### src/rtl/fifo_pkg.sv
// Shared sizing and types for the block-RAM byte FIFO.
package fifo_pkg;

    localparam int FifoDepthLog2 = 9;
    localparam int FifoDepth     = 512;

    typedef logic [FifoDepthLog2-1:0] ptr_t;
    typedef logic [FifoDepthLog2:0]   count_t;

endpackage

### src/rtl/BlockRAM8R_8W.sv
// 512x8 simple dual-port RAM: one write port, one registered read port.
module BlockRAM8R_8W
    import fifo_pkg::*;
(
    input  logic       read_clk_i,
    input  logic       read_enable_i,
    input  ptr_t       read_addr_i,
    output logic [7:0] read_data_o,
    input  logic       write_clk_i,
    input  logic       write_enable_i,
    input  ptr_t       write_addr_i,
    input  logic [7:0] write_data_i
);

    logic [7:0] mem [FifoDepth];
    logic [7:0] read_data_q;

    always_ff @(posedge write_clk_i) begin
        if (write_enable_i) begin
            mem[write_addr_i] <= write_data_i;
        end
    end

    always_ff @(posedge read_clk_i) begin
        if (read_enable_i) begin
            read_data_q <= mem[read_addr_i];
        end
    end

    assign read_data_o = read_data_q;

endmodule

### src/rtl/blockram_byte_fifo.sv
// First-word-fall-through byte FIFO: block RAM storage plus a 2-entry output stage
// that hides the RAM's one-cycle read latency.
module blockram_byte_fifo
    import fifo_pkg::*;
#(
    parameter int AlmostFullLevel  = 480,
    parameter int AlmostEmptyLevel = 32
) (
    input  logic       clk_i,
    input  logic       reset_i,
    input  logic       flush_i,
    input  logic       in_valid_i,
    output logic       in_ready_o,
    input  logic [7:0] in_data_i,
    output logic       out_valid_o,
    input  logic       out_ready_i,
    output logic [7:0] out_data_o,
    output count_t     count_o,
    output logic       empty_o,
    output logic       full_o,
    output logic       almost_full_o,
    output logic       almost_empty_o
);

    ptr_t       wptr_q, wptr_d, rptr_q, rptr_d;
    count_t     count_q, count_d, unread_q, unread_d;
    logic [1:0] occ_q, occ_d, busy;
    logic       inflight_q, inflight_d;
    logic [7:0] head_q, head_d, second_q, second_d;
    logic       empty_q, empty_d, full_q, full_d;
    logic       afull_q, afull_d, aempty_q, aempty_d;
    logic       push, pop, read_en;
    logic [7:0] ram_rdata;

    assign push    = in_valid_i & ~full_q & ~flush_i;
    assign pop     = (occ_q != 2'd0) & out_ready_i & ~flush_i;
    assign busy    = occ_q + {1'b0, inflight_q};
    // A read may be issued into a full stage only when the head leaves this cycle.
    assign read_en = ~flush_i & (unread_q != '0) &
                     ((busy < 2'd2) | ((busy == 2'd2) & pop));

    BlockRAM8R_8W u_ram (
        .read_clk_i     (clk_i),
        .read_enable_i  (read_en),
        .read_addr_i    (rptr_q),
        .read_data_o    (ram_rdata),
        .write_clk_i    (clk_i),
        .write_enable_i (push),
        .write_addr_i   (wptr_q),
        .write_data_i   (in_data_i)
    );

    always_comb begin
        wptr_d     = wptr_q + {8'd0, push};
        rptr_d     = rptr_q + {8'd0, read_en};
        count_d    = count_q + {9'd0, push} - {9'd0, pop};
        unread_d   = unread_q + {9'd0, push} - {9'd0, read_en};
        inflight_d = read_en;
        head_d     = head_q;
        second_d   = second_q;
        occ_d      = occ_q;
        if (pop) begin
            head_d = second_q;
            occ_d  = occ_q - 2'd1;
        end
        // Returning data joins behind whatever survives the pop.
        if (inflight_q) begin
            if (occ_d == 2'd0) begin
                head_d = ram_rdata;
            end else begin
                second_d = ram_rdata;
            end
            occ_d = occ_d + 2'd1;
        end
        if (flush_i) begin
            wptr_d     = '0;
            rptr_d     = '0;
            count_d    = '0;
            unread_d   = '0;
            inflight_d = 1'b0;
            head_d     = 8'd0;
            second_d   = 8'd0;
            occ_d      = 2'd0;
        end
        empty_d  = (count_d == '0);
        full_d   = (count_d == count_t'(FifoDepth));
        afull_d  = (count_d >= count_t'(AlmostFullLevel));
        aempty_d = (count_d <= count_t'(AlmostEmptyLevel));
    end

    always_ff @(posedge clk_i) begin
        if (reset_i) begin
            wptr_q     <= '0;
            rptr_q     <= '0;
            count_q    <= '0;
            unread_q   <= '0;
            inflight_q <= 1'b0;
            head_q     <= 8'd0;
            second_q   <= 8'd0;
            occ_q      <= 2'd0;
            empty_q    <= 1'b1;
            full_q     <= 1'b0;
            afull_q    <= 1'b0;
            aempty_q   <= 1'b1;
        end else begin
            wptr_q     <= wptr_d;
            rptr_q     <= rptr_d;
            count_q    <= count_d;
            unread_q   <= unread_d;
            inflight_q <= inflight_d;
            head_q     <= head_d;
            second_q   <= second_d;
            occ_q      <= occ_d;
            empty_q    <= empty_d;
            full_q     <= full_d;
            afull_q    <= afull_d;
            aempty_q   <= aempty_d;
        end
    end

    assign in_ready_o     = ~full_q;
    assign out_valid_o    = (occ_q != 2'd0);
    assign out_data_o     = head_q;
    assign count_o        = count_q;
    assign empty_o        = empty_q;
    assign full_o         = full_q;
    assign almost_full_o  = afull_q;
    assign almost_empty_o = aempty_q;

endmodule

### config.mk
export PLATFORM = sky130hd
export DESIGN_NAME = blockram_byte_fifo
export DESIGN_NICKNAME = d
export VERILOG_FILES = /design/src/rtl/fifo_pkg.sv /design/src/rtl/BlockRAM8R_8W.sv /design/src/rtl/blockram_byte_fifo.sv
export SDC_FILE = /design/constraint.sdc
export NUM_CORES = 2
export LEC_CHECK = 0
export CORE_UTILIZATION = 37
export CTS_BUF_LIST = sky130_fd_sc_hd__clkbuf_16
export DETAILED_ROUTE_END_ITERATION = 6
export GPL_ROUTABILITY_DRIVEN = 0
export SYNTH_ARGS = -nofsm -noshare
export SYNTH_HDL_FRONTEND = slang
export SYNTH_HIERARCHICAL = 1
export SYNTH_SLANG_ARGS = --single-unit
### constraint.sdc
create_clock -name clk_i -period 6 [get_ports clk_i]
set_input_delay 0.6 -clock clk_i [delete_from_list [all_inputs] [get_ports clk_i]]
set_output_delay 0.6 -clock clk_i [all_outputs]
set_load 0.03 [all_outputs]
# Word level (Yosys, flattened, before mapping)
# Memory sizes are Yosys's and may differ from the RTL's. A register that Yosys moved wholly into a read port is not among the register bits.
# Index checks and enable logic that the tools add are counted.
# totals
regBits	61
ramBits	4096
word_cells	52
memories	1
# mem_list
name	words	width	rd	rd_clocked_by_memory_dff	wr	line	rtl
u_ram.mem	512	8	1	1	1	BlockRAM8R_8W.sv:15	logic [7:0] mem [FifoDepth];
# classes
addsub	9
order_cmp	3
n_eq_ne	2
n_mux	8
n_bitwise	11
n_reduce_logical	6
# op_table
operator	count
two-way mux 8 bit	3
adder 10 x 1 -> 10 bit	2
subtractor 10 x 1 -> 10 bit	2
adder 9 x 1 -> 9 bit	2
== test 10 bit, second input constant	1
greater-or-equal comparator 10 x 9 -> 1 bit, second input constant	1
<= comparator 10 x 6 -> 1 bit, second input constant	1
logical NOT 10 bit	1
two-way mux 10 bit	1
nonzero test 10 bit	1
bitwise AND 1 bit	7
two-way mux 2 bit	2
inverter 1 bit	3
adder 2 x 1 -> 2 bit	1
adder 2 x 1 -> 2 bit, second input constant	1
== test 2 bit, second input constant	1
logical NOT 2 bit	1
< comparator 2 bit, second input constant	1
two-way mux 1 bit	2
AND reduction 2 bit	1
nonzero test 2 bit	1
OR reduction 2 bit	1
subtractor 2 x 1 -> 2 bit, second input constant	1
OR 1 bit	1

# Depth between registers and ports, before layout
# logic_depth
word_depth	7
ltp_mapped	18
mapped_depth_nobuf	17

# Cells and area by module
# Netlist, hierarchy kept.
# by_module_without_submodules
mod	n_inst	cells_per_inst	area_each_um2	seq_area_each_um2
BlockRAM8R_8W	1	8030	160007.2	123238.2
blockram_byte_fifo	1	346	3105.5	1221.2

# Least setup slack after synthesis
# OpenSTA, ideal clock, no wires.
# synth_path
path_kind	in2reg
startpoint	input port flush_i
endpoint	register unread_q[8]
arrival_ns	3.975
setup_slack_ns	1.897
path_stages	17
n_path_buf	2
cell_sequence	clkbuf_1 > inv_1 > and3_1 > clkbuf_1 > a21oi_1 > a311oi_1 > ha_1 > inv_1 > ha_1 > fa_1 > a21oi_1 > o21bai_1 > a21oi_1 > nor2_1 > o41ai_1 > xor2_1 > nor2_1
# synth_between
elab_chain_len	6
word_cells_on_any_way	10
classes_between	2 x add/sub; 7 x bitwise; 1 x reduce/logical
# synth_rtl
element	line	rtl
start, declared	blockram_byte_fifo.sv:11	input logic flush_i,
inverter 1 bit (*)	blockram_byte_fifo.sv:36, blockram_byte_fifo.sv:39	
bitwise AND 1 bit	blockram_byte_fifo.sv:36	assign pop = (occ_q != 2'd0) & out_ready_i & ~flush_i;
bitwise AND 1 bit	blockram_byte_fifo.sv:40	((busy < 2'd2) | ((busy == 2'd2) & pop));
OR 1 bit	blockram_byte_fifo.sv:40	
bitwise AND 1 bit (*)	blockram_byte_fifo.sv:39	assign read_en = ~flush_i & (unread_q != '0) &
named net read_en	blockram_byte_fifo.sv:32	logic push, pop, read_en;
subtractor 10 x 1 -> 10 bit (*)	blockram_byte_fifo.sv:57	unread_d = unread_q + {9'd0, push} - {9'd0, read_en};
end signal, assigned	blockram_byte_fifo.sv:109	unread_q <= unread_d;
end, declared	blockram_byte_fifo.sv:26	count_t count_q, count_d, unread_q, unread_d;
# The timed path passes the listed nets; every way through them passes the cells marked *.
# A chain may end at the register's enable or synchronous reset.

==> run_results.csv <==
group,metric,value,unit
cts,clk_path_buf_depth,4,
yosys,avgSynthCellArea,19.47,sq um
timing,clock.fmax,203.1,MHz
timing,finClkSkew,37.43,ps
route,drc,1,
cts,cts_resized,0,
setup_path,slowest_delay,900,ps
power_and_ir_drop,vdd_drop_max,0.2473,mV
yosys,yosysUniqueCellTypes,64,
route,ant_nets,0,
global_route,grt_use_met3,3.227,%
timing,setup-violations-final,0,
setup_path,crit_slowest_cell,"nor4_1",
route,dr.pass1.iters,7,
power_and_ir_drop,power_frac_clock,39.4,%
setup_path,startpoint_type,"flop",
global_route,grt_use_total,18.41,%
route,vias,83260,
timing,maxSlewViolCount,0,
job,cap_violations,0,
min_path,hold_class,"input port to flop",
global_route,grt_pass1_wl,600000,um
yosys,synth_ff_type,"edfxtp_1",
timing,fin_tns_setup,0,ps
global_route,use_met1,25.76,%
setup_path,path_max_fanout,59,
global_route,antenna_found_initial,15,
setup_path,end_kind,"flop",
route,drt_iter0_drc,9219,
setup_path,cp.arrival,5740,ps
cts,cts-buffers-inserted,406,
status,status,"finished, violations left",
die,dieArea,443500,sq um
yosys,yosys.area.top_type,"edfxtp_1",
yosys,synthesis.nets,8422,
global_route,grt_max_degree,207,
cts,clk_pin_slew_worst_paths,60,ps
yosys,yosysWarnings,6,
yosys,synth_edf_count,4104,
global_route,busiest_layer,"met2",
route,wl,418600,um
cts,clock_sinks,4165,
cts,cts_tree,"built",
layout,fillers,38060,
timing,hold_viol,0,
place,pre_cts_slack,1143,ps
power_and_ir_drop,combPwrFrac,9.0,%
timing,rsz0062_at_grt,"false",
yosys,postSynthCellCount,8376,
status,violations,"DRC",
global_route,grt_pass1_vias,82970,
setup_path,cp_common_cell,"nor4_1",
yosys,synth-seq-cells,4165,
route,viasPerCell,5.656,
yosys,async_reset_ff_share,0,%
place,portBuffers,36,
setup_path,critPathRequiredTime,6810,ps
layout,area_growth_syn_to_layout,12.30,%
cts,clock_latency,950,ps
power_and_ir_drop,power_frac_seq,51.6,%
die,rows,243,
power_and_ir_drop,internal_power,48.35,mW
layout,layout.nets,8544,
yosys,syn_area,163100,sq um
power_and_ir_drop,sw_frac_of_total,22.50,%
cts,htreeDepth,5,
yosys,ys_top_cells_by_area,"edfxtp_1 76%, mux4_2 9.0%, mux2i_1 5.0%",
global_route,gr-total-overflow,0,
power_and_ir_drop,leakagePower,53.92,nW
die,fp.dieH,666.0,um
die,core_area,438400,sq um
route,wire_per_inst,28.44,um
place,hpwl,250900,um
timing,worst_pin_slew,1467,ps
setup_path,path_cells,"nand2b_4 > o221ai_1 > a21oi_1 > nor4_1 > nand4_1 > nor4_1 > o2111a_1",
timing,finalWorstSetupSlack,1077,ps
timing,slew_headroom,2.009,%
timing,period_share,82.05,%
cts,root_buffer,"clkbuf_16",
power_and_ir_drop,p_sw,14.04,mW
setup_path,crit_type,"flop to flop",
layout,area.sequential,124500,sq um
timing,period_needed,4923,ps
yosys,yosysSeqAreaShare,76.30,%
die,start_util,37.20,%
layout,multiInputGateArea,35750,sq um
die,die_w,666.0,um
power_and_ir_drop,p_per_area,340.6,nW/um^2
global_route,grt_util_met2,29.63,%
yosys,yosys.area.top_type_share,75.55,%
die,ios,37,
layout,drive_gt1_share,16.77,%
==> power groups by stage <==
stage / sequential [mW] / clock [mW] / combinational, mW
global placement: 32.8 / 0 / 5.64
detailed placement: 32.8 / 0 / 5.67
global route: 32.2 / 26.1 / 5.99
CTS: 32.2 / 25.0 / 5.69
finish: 32.2 / 24.6 / 5.62
floorplan: 32.8 / 0 / 3.99
==> kinds of logic (layout without fill, tap and decap cells) <==
group / Yosys count / count (layout) / share of synthesized area (%)
AOI/OAI and AO/OA: 1036 / 1036 / 4.460
xor gates and xnor gates: 28 / 28 / 0.1504
adders and majority gates: 33 / 33 / 0.2623
buffers and inverters: 555 / 1014 / 1.903
DFF: 4165 / 4165 / 76.30
muxes: 1467 / 1467 / 14.02
other: 0 / 5 / 0
and+or+nand+nor: 1092 / 1092 / 2.903
==> synth_stat cells (6+ instances only) <==
cell type / instances
a211oi_1: 28
o22ai_1: 163
clkbuf_1: 274
dfxtp_1: 61
mux4_2: 654
o31ai_1: 13
buf_6: 64
xnor2_1: 13
a22oi_1: 61
nor4_1: 36
buf_2: 58
o41ai_1: 8
mux2i_1: 813
nand3_1: 44
ha_1: 31
nand2_1: 123
nand4_1: 35
nor3b_1: 9
nor2b_1: 11
a21oi_1: 209
nor3_1: 113
o2111a_1: 8
buf_4: 70
nor2_1: 653
o21ai_0: 130
or3_1: 11
xor2_1: 15
o221ai_1: 371
or2_2: 6
edfxtp_1: 4104
and2_1: 30
and3_1: 7
buf_1: 41
inv_1: 31
buf_8: 11
==> area by class of cell <==
class,instances,area share (%)
Tap cell,5880,4.016
Multi-Input combinational cell,3656,19.52
Sequential cell,4165,67.95
Clock inverter,334,1.385
Inverter,32,0.06967
Clock buffer,411,5.615
Antenna cell,5,0.006830
Timing Repair Buffer,237,1.440
==> path summary, 6_finish.rpt <==
path | start | to | slack, ps | cells past startpoint
max | rptr_q[1] | u_ram/read_data_o[3] | 1080 | 7
min | in_data_i[6] | u_ram/mem[331][6] | 100 | 1
max reg2reg | rptr_q[1] | u_ram/read_data_o[3] | 1080 | 7
min reg2reg | second_q[1] | second_q[1] | 490 | 2
==> timing repair <==
item,in CTS,in global routing
hold endpoints to repair,1,0
buffers inserted,0,0
hold buffers,1,0
==> placed cells by master, fill, tap and decap left out, types with 36 or more instances in the layout <==
cell	count
a21oi_1	209
a22oi_1	61
buf_12	58
buf_4	142
clkbuf_16	411
clkinv_1	104
clkinv_2	87
dfxtp_1	56
edfxtp_1	4104
inv_1	103
mux2i_1	813
mux4_2	654
nand2_1	109
nand3_1	40
nor2_1	652
nor3_1	111
nor4_1	36
o21ai_0	129
o221ai_1	371
o22ai_1	163
==> metrics by stage <==
step	cell area [sq um]	util, %	total power [mW]	instances	hold slack, ps
3_3_place_gp	170300	38.85	38.43	13970	479.1
5_1_grt	183200	41.78	64.24	14720	62.70
2_1_floorplan	163100	-	36.75	8376	460.1
4_1_cts	183200	41.78	62.89	14720	33.28
3_5_place_dp	170300	38.85	38.48	13970	485.5
6_report	183200	41.78	62.39	14720	98.38
==> critical path: cells and delay by family, from the launching register on <==
family / cells / cell delay (ps)
and+or+nand+nor: 4 / 2720
AOI/OAI and AO/OA: 3 / 1160
DFF: 1 / 790
==> layer usage <==
layer  share of wire (%)  wire length [um]  vias up
met2                  48            199600     3558
li1                    -                 -    34920
met3                 8.1             33980      636
met1                  41            172600    44150
met4                 3.0             12430        4
met5              0.0048                20        -
==> sequential cells by signal, indices dropped and copies added, names as in the netlist <==
signal	count
wptr_q	9
inflight_q	1
second_q	8
u_ram/mem	4096
out_data_o	8
rptr_q	9
count_o	10
occ_q	2
almost_full_o	1
unread_q	10
empty_o	1
almost_empty_o	1
full_o	1
u_ram/read_data_o	8
No activity file was read; power rests on OpenSTA's default activity.
==> RTL edit: new RTL, same settings <==
Set the package constant `FifoDepth` to 256 (it was 512).
--- a/src/rtl/fifo_pkg.sv
+++ b/src/rtl/fifo_pkg.sv
@@ -3,5 +3,5 @@
 
     localparam int FifoDepthLog2 = 9;
-    localparam int FifoDepth     = 512;
+    localparam int FifoDepth     = 256;
 
     typedef logic [FifoDepthLog2-1:0] ptr_t;
Formal check against the unedited RTL: same outputs for any inputs over 4 cycles, from zero or initial values and one cycle with reset_i high; that may be too few to reach the edited logic, so the function may still have changed.
==> RTL edit against the original RTL <==
Sequential cell count shrank 2050; via count shrank 50%; cell area shrank 49%; total power shrank 48%; fmax grew 12%; routed wire length shrank 50%; setup slack gained 0.51 ns; area after synthesis shrank 49%; critical path type unchanged; highest routed layer unchanged.
==> RTL edit: results (changes against the original RTL) <==
<table>
<tr><th>Metric</th><th>Value</th></tr>
<tr><th colspan="2">Clock tree</th></tr>
<tr><td>Hold Buf Count CTS</td><td>0 (-1)</td></tr>
<tr><td>Insertion delay to the later sink of the worst-skew pair</td><td>0.86 ns (-0.09 ns)</td></tr>
<tr><td>TritonCTS Buffers</td><td>206 (-49%)</td></tr>
<tr><td>H-Tree Level Count</td><td>4 (-1)</td></tr>
<tr><td>Largest buffer count on any clock path</td><td>3 (-1)</td></tr>
<tr><th colspan="2">Global routing</th></tr>
<tr><td>First-pass GRT wire length</td><td>301000 um (-50%)</td></tr>
<tr><td>Initial antenna violation count</td><td>8 (-7)</td></tr>
<tr><td>Met1 demand-to-capacity share in global routing</td><td>0.2584 (+0.0007433)</td></tr>
<tr><td>Largest net degree at the start of global routing</td><td>182 (-12%)</td></tr>
<tr><td>Number of global-route vias before repair</td><td>41080 (-50%)</td></tr>
<tr><th colspan="2">Worst setup path</th></tr>
<tr><td>Max FO, Critical Path</td><td>83 (+41%)</td></tr>
<tr><td>Depth of the most critical reg-to-reg path</td><td>8 (+1)</td></tr>
<tr><td>FF-to-FF setup slack</td><td>1.59 ns (+0.51 ns)</td></tr>
<tr><td>Crit-path max cell delay</td><td>0.85 ns (-0.05 ns)</td></tr>
<tr><td>Worst reg2reg path startpoint</td><td>rptr_q[0]$_SDFF_PP0_</td></tr>
<tr><td>Setup crit start</td><td>rptr_q[0]$_SDFF_PP0_</td></tr>
<tr><th colspan="2">Finish</th></tr>
<tr><td>Share of layout cells above drive strength 1</td><td>0.2088 (+0.04106)</td></tr>
<tr><td>Final Net Count</td><td>4231 (-50%)</td></tr>
<tr><th colspan="2">Place</th></tr>
<tr><td>Detailed placement HPWL</td><td>127700 um (-49%)</td></tr>
<tr><th colspan="2">Detailed routing</th></tr>
<tr><td>Avg WL per Cell</td><td>28.47 um (+0.11%)</td></tr>
<tr><td>Via count</td><td>41230 (-50%)</td></tr>
<tr><td>Number of DRC markers in iteration 0</td><td>4769 (-48%)</td></tr>
<tr><th colspan="2">Pwr</th></tr>
<tr><td>Worst vdd ir</td><td>0.2453 mV (-0.82%)</td></tr>
<tr><td>Lkg Pwr</td><td>27.77 nW (-48%)</td></tr>
<tr><th colspan="2">Die</th></tr>
<tr><td>Initial core utilization</td><td>0.3727 (+0.0006377)</td></tr>
<tr><th colspan="2">Timing</th></tr>
<tr><td>Slew HR</td><td>0.09340 (+0.07331)</td></tr>
<tr><th colspan="2">Hold path</th></tr>
<tr><td>Start point of the worst min-delay path</td><td>in_data_i[4]</td></tr>
<tr><th colspan="2">Outcome</th></tr>
<tr><td>Result of the run</td><td>complete, no violations</td></tr>
<tr><th colspan="2">Logic synthesis</th></tr>
<tr><td>Post-Syn Nets</td><td>4137 (-51%)</td></tr>
</table>
## RTL edit: per-stage QoR
step	worst slack, ns	std cells	utilization	instance area (sq um)
6_report	1.587	7339	0.4204	93460
4_1_cts	1.616	7338	0.4204	93460
3_5_place_dp	1.213	6952	0.3889	86450
5_1_grt	1.435	7338	0.4204	93460
2_1_floorplan	2.034	4091	-	82850
3_3_place_gp	1.055	6947	0.3885	86370
## RTL edit: power breakdown
group	total, mW	switching (mW)	internal (mW)
logic	3.02	1.67	1.35
clock network	13.3	5.59	7.71
registers	16.4	0.135	16.3
total	32.7	7.39	25.4
## RTL edit: area by class of cell
type,count,area [sq um]
diodes,1,2.502
clock inverters,174,1708
repair buffers,131,1275
fillers,19220,128800
flip-flops and latches,2115,62940
well taps,2975,3722
inverters,33,123.9
clock buffers,212,5305
multi-input cells,1698,18390
## RTL edit: per-layer routing
metal	routed length, um	vias to the layer above
li1	-	17130
met1	87830	21990
met2	99440	1799
met3	16190	297
met4	5453	4
met5	27	-
